### src/rtl/branch_redirect_ctrl.sv
// branch_redirect_ctrl: registered branch/jump redirect, load-use stall and flush sequencing with saturating perf counters
module branch_redirect_ctrl #(
  parameter int XLEN  = 32,
  parameter int CNT_W = 16
) (
  input  logic             clk,
  input  logic             rst_n,
  input  logic             ex_valid,
  input  logic             do_branch,
  input  logic             jump,
  input  logic [XLEN-1:0]  ex_target,
  input  logic             load_use,
  output logic             pc_sel,
  output logic [XLEN-1:0]  redirect_pc,
  output logic             pc_write,
  output logic             ifid_write,
  output logic             ifid_flush,
  output logic             idex_flush,
  output logic             exmem_flush,
  output logic [CNT_W-1:0] redirect_cnt,
  output logic [CNT_W-1:0] stall_cnt
);
  typedef enum logic {RUN, REDIRECT} state_t;
  state_t            state_q, state_d;
  logic [XLEN-1:0]   target_q, target_d;
  logic [CNT_W-1:0]  redirect_cnt_q, redirect_cnt_d, stall_cnt_q, stall_cnt_d;
  logic              redir_ev, in_run, take, stall;
  always_comb begin
    redir_ev       = ex_valid & (do_branch | jump);
    in_run         = state_q == RUN;
    take           = in_run & redir_ev;
    stall          = in_run & ~redir_ev & load_use;
    state_d        = take ? REDIRECT : RUN;
    target_d       = take ? ex_target : target_q;
    redirect_cnt_d = take & ~&redirect_cnt_q ? redirect_cnt_q + 1'b1 : redirect_cnt_q;
    stall_cnt_d    = stall & ~&stall_cnt_q ? stall_cnt_q + 1'b1 : stall_cnt_q;
    pc_sel         = rst_n & ~in_run;
    pc_write       = rst_n & ~stall;
    ifid_write     = rst_n & ~stall;
    ifid_flush     = rst_n & ~in_run;
    idex_flush     = rst_n & (~in_run | stall);
    exmem_flush    = rst_n & ~in_run;
  end
  always_ff @(posedge clk) begin
    if (!rst_n) begin
      state_q        <= RUN;
      target_q       <= '0;
      redirect_cnt_q <= '0;
      stall_cnt_q    <= '0;
    end else begin
      state_q        <= state_d;
      target_q       <= target_d;
      redirect_cnt_q <= redirect_cnt_d;
      stall_cnt_q    <= stall_cnt_d;
    end
  end
  assign redirect_pc  = target_q;
  assign redirect_cnt = redirect_cnt_q;
  assign stall_cnt    = stall_cnt_q;
endmodule
### config.mk
export PLATFORM = sky130hd
export DESIGN_NAME = branch_redirect_ctrl
export DESIGN_NICKNAME = d
export VERILOG_FILES = /design/src/rtl/branch_redirect_ctrl.sv
export SDC_FILE = /design/constraint.sdc
export NUM_CORES = 1
export LEC_CHECK = 0
export BUFFER_PORTS_ARGS = -buffer_cell sky130_fd_sc_hd__clkbuf_2
export CELL_PAD_IN_SITES_DETAIL_PLACEMENT = 0
export CELL_PAD_IN_SITES_GLOBAL_PLACEMENT = 1
export CORE_MARGIN = 2
export CORE_UTILIZATION = 37
export CTS_CLUSTER_DIAMETER = 50
export DETAILED_ROUTE_END_ITERATION = 6
export PLACE_DENSITY_LB_ADDON = 0.2
export SLEW_MARGIN = 0
export SYNTH_ARGS = -nofsm -noshare
export SYNTH_HDL_FRONTEND = slang
export SYNTH_SLANG_ARGS = --single-unit
export TNS_END_PERCENT = 50
### constraint.sdc
create_clock -name clk -period 4.3 [get_ports clk]
set_input_delay 0.43 -clock clk [delete_from_list [all_inputs] [get_ports clk]]
set_output_delay 0.43 -clock clk [all_outputs]
set_load 0.005 [all_outputs]
==> summary.md <==
| Metric | Value |
|---|---|
| Async SR Flop Fraction | 0% |
| Grt ovf | 0 |
| Storage cell area | ~0.0013 mm² |
| Clock power share | 39.0% |
| Vias in the first global route | between 2000 and 2500 |
| Status | finished clean |
| Kind of critical path | primary input to output port |
| Die ar. | between 0.008 and 0.009 mm² |
| Dpl ws | about 1800 ps |
| H-tree Lvls | 3 |
| Slew HR | 39.6% |
| CP max stage cell | clkinv_1 |
| CTS Hold Bufs | 0 |
| Crit. End Element | output port |
| First-pass GRT wire length | 11.3 mm |
| Area Overhead vs Synth | 28.2% |
| Commonest non-fill, non-tap cell in the layout | clkbuf_2 |
| Met3 wire length | between 300 and 400 µm |
| Synthesized area per cell | between 8 and 9 µm² |
| 1st-pass router iterations | 4 |
| Die height | around 90 µm |
| Pin count of the biggest net entering global routing | 36 |
| P_int | about 0.0009 W |
| Hold path start | ex_target[19] |
| Detailed Route WL | between 6 and 7 mm |
| Slack of the critical path | 1900 ps |
| Synth Instances | roughly 330 |
| DRT antenna net count | 0 |
| Worst hold-check path type | primary input to flip-flop |
| Initial core utilization | a little under two fifths |
| Req. time, crit path | approximately 3900 ps |
| Ports | ~110 |
| Sw Pwr | 0.000294 W |
| Reg-to-Reg End | stall_cnt[7]$_SDFFE_PN0P_ |
| Quantity of gates resized following cts | 0 |
| Clk_lat worst skew | 330 ps |
| Max clock buf depth | 2 |
| Sequential element share of the synthesized area | between 40% and 50% |
| Cell Area, Synth | 0.00272 mm² |
| EDFF count, synth | 0 |
| Post-DP HPWL | 4.65 mm |
| Cell breakdown of the critical path | clkbuf_2 > clkinv_1 > nor2_1 > clkbuf_2 |
| Crit-path most repeated cell | clkbuf_2 |
| Vias | 2611 |
| Met1 wire length | between 3 and 4 mm |
| Crit-path max FO | 33 |
| Setup Skew | 6.87 ps |
| Initial drt markers | a little over 80 |
| Synthesis-stage register bit count | 65 |
| Total Power | ~0.0012 W |
| Max cap viols | 0 |
| RD Place Congestion | roughly 0.84 |
| Nets | 475 |
| Worst r2r src | stall_cnt[0]$_SDFFE_PN0P_ |
| Reg clk slew, reported paths | 70 ps |
| # Post-CTS Setup Buffers | 0 |
| Layout cell share with drive strength beyond 1 | around 29% |
| Sw frac | between 20% and 30% |
| WHS Path Cells | 3 |
| Largest stage delay, worst path | a little under 800 ps |
| Min Tclk post-route | ~2400 ps |
| DRC | 0 |
| Slew Viols, Final | 0 |
| Number of vias per cell | 4.85 |
| Static leakage | 1.49 nW |
| Primary FF master, synth | dfxtp_1 |
| Logic pwr share | approximately 8.6% |
| Drt wl/cell | ~12 µm |
| Endpoints failing setup | 0 |
| Power Density | 348 mW/mm² |
| DIE WIDTH | around 90 µm |
| Worst VDD drop | roughly 0.17 mV |
| CP startpoint | rst_n |
| Highest metal used | met4 |
| Final Cycle Share | 55.9% |
| Hold EP | redirect_pc[19]$_SDFFE_PN0P_ |
| WL met2 | 3.03 mm |
| Buffers on Ports | roughly 110 |
| Setup repair after global routing missed its margin | no |
| All-layer global routing usage | between 10% and 20% |
| Ant diodes | 0 |
| Initial antenna violation count | 0 |
| Syn Nets | roughly 370 |
| Fmax | 0.416 GHz |
| CTS Root Cell | clkbuf_8 |
| Worst Max-Slew Pin Slew | 900 ps |
| Fillcell total | between 700 and 800 |
| CTS tree | yes |
| Reg-to-reg slack, setup | 2280 ps |
| Seq pwr share | approximately 52% |
| Core area | approximately 0.0072 mm² |
| Crit start category | primary input |
| Multi-input gate area | 0.00133 mm² |
| Most frequent cells in the layout | 107 x clkbuf_2, 77 x nand2_1, 65 x dfxtp_1, 37 x a21oi_1, 29 x nor2_1 |
| Netlist cell types | 40 |
| Clk sinks | 65 |
| Row count | 31 |
| Depth of the most critical reg-to-reg path | 6 |
| Num CTS Buffers | 9 |
| Final hold vios | 0 |
| TNS Setup | 0 ps |
| Arrival time at the worst endpoint | roughly 2000 ps |
| Synth warn | 0 |
-- metal layers --
layer / vias up / global-route usage [%]
li1: 1342 / -
met1: 1186 / 22.3
met2: 73 / 26.5
met3: 10 / 4.11
met4: 0 / 6.92
met5: - / 0
-- kinds of logic after synthesis --
logic type / synth area share, %
flops: 47.8
buf+inv: 3.49
xor+xnor: 6.75
mux: 1.10
compound gates: 12.1
simple gates: 27.9
fa+ha+maj: 0.919
-- area by class of cell --
class	instances	share of cell area, %
clock buffer	13	4.84
timing repair buffer	109	15.8
clock inverter	2	0.358
sequential	65	37.3
inverter	1	0.108
tap	99	3.55
multi-input combinational	249	38.1
-- registers in the layout, summed over array words and instances, names as in the netlist --
| signal | cells |
|---|---|
| redirect_cnt | 16 |
| redirect_pc | 32 |
| stall_cnt | 16 |
| state_q | 1 |
-- cells in the mapped netlist, drive strengths merged (6+ instances only) --
library cell,count,area share (%)
dfxtp,65,48
nor4,6,1.4
o21ai,7,1.3
and3,7,1.6
a21oi,37,6.8
nand2,77,11
clkbuf,13,2.2
nand4,12,3.0
nand3,14,2.6
nor2,30,4.1
xnor2,11,3.5
xor2,10,3.2
-- per-stage QoR --
stage / hold WS [ps] / utilization (%) / area, µm² / instances
2_1_floorplan: 453 / - / 2720 / 333
3_3_place_gp: 442 / 46.1 / 3310 / 523
3_5_place_dp: 449 / 46.1 / 3310 / 523
4_1_cts: 298 / 48.6 / 3490 / 538
5_1_grt: 313 / 48.6 / 3490 / 538
6_report: 312 / 48.6 / 3490 / 538
-- power by group through the flow --
stage / Combinational (W) / Clock [W] / Sequential, W
CTS: 0.000107 / 0.000490 / 0.000637
global placement: 0.000106 / 0 / 0.000651
finish: 0.000105 / 0.000474 / 0.000637
floorplan: 0.0000553 / 0 / 0.000650
global route: 0.000120 / 0.000520 / 0.000640
detailed placement: 0.000107 / 0 / 0.000651
-- worst max path at each step --
| stage | depth (start not counted) | slack, ps | endpoint |
|---|---|---|---|
| after floorplan | 5 | 2540 | pc_write |
| after global placement | 4 | 1850 | ifid_write |
| after detailed placement | 4 | 1820 | pc_write |
| after CTS | 4 | 1820 | pc_write |
| after global routing | 4 | 1590 | pc_write |
| final | 4 | 1900 | pc_write |
-- critical path: cells and delay by family --
kind	cells	cell delay, ps
buffers and inverters	3	1170
AND/OR/NAND/NOR	1	360
No activity file was read; power rests on OpenSTA's default activity.
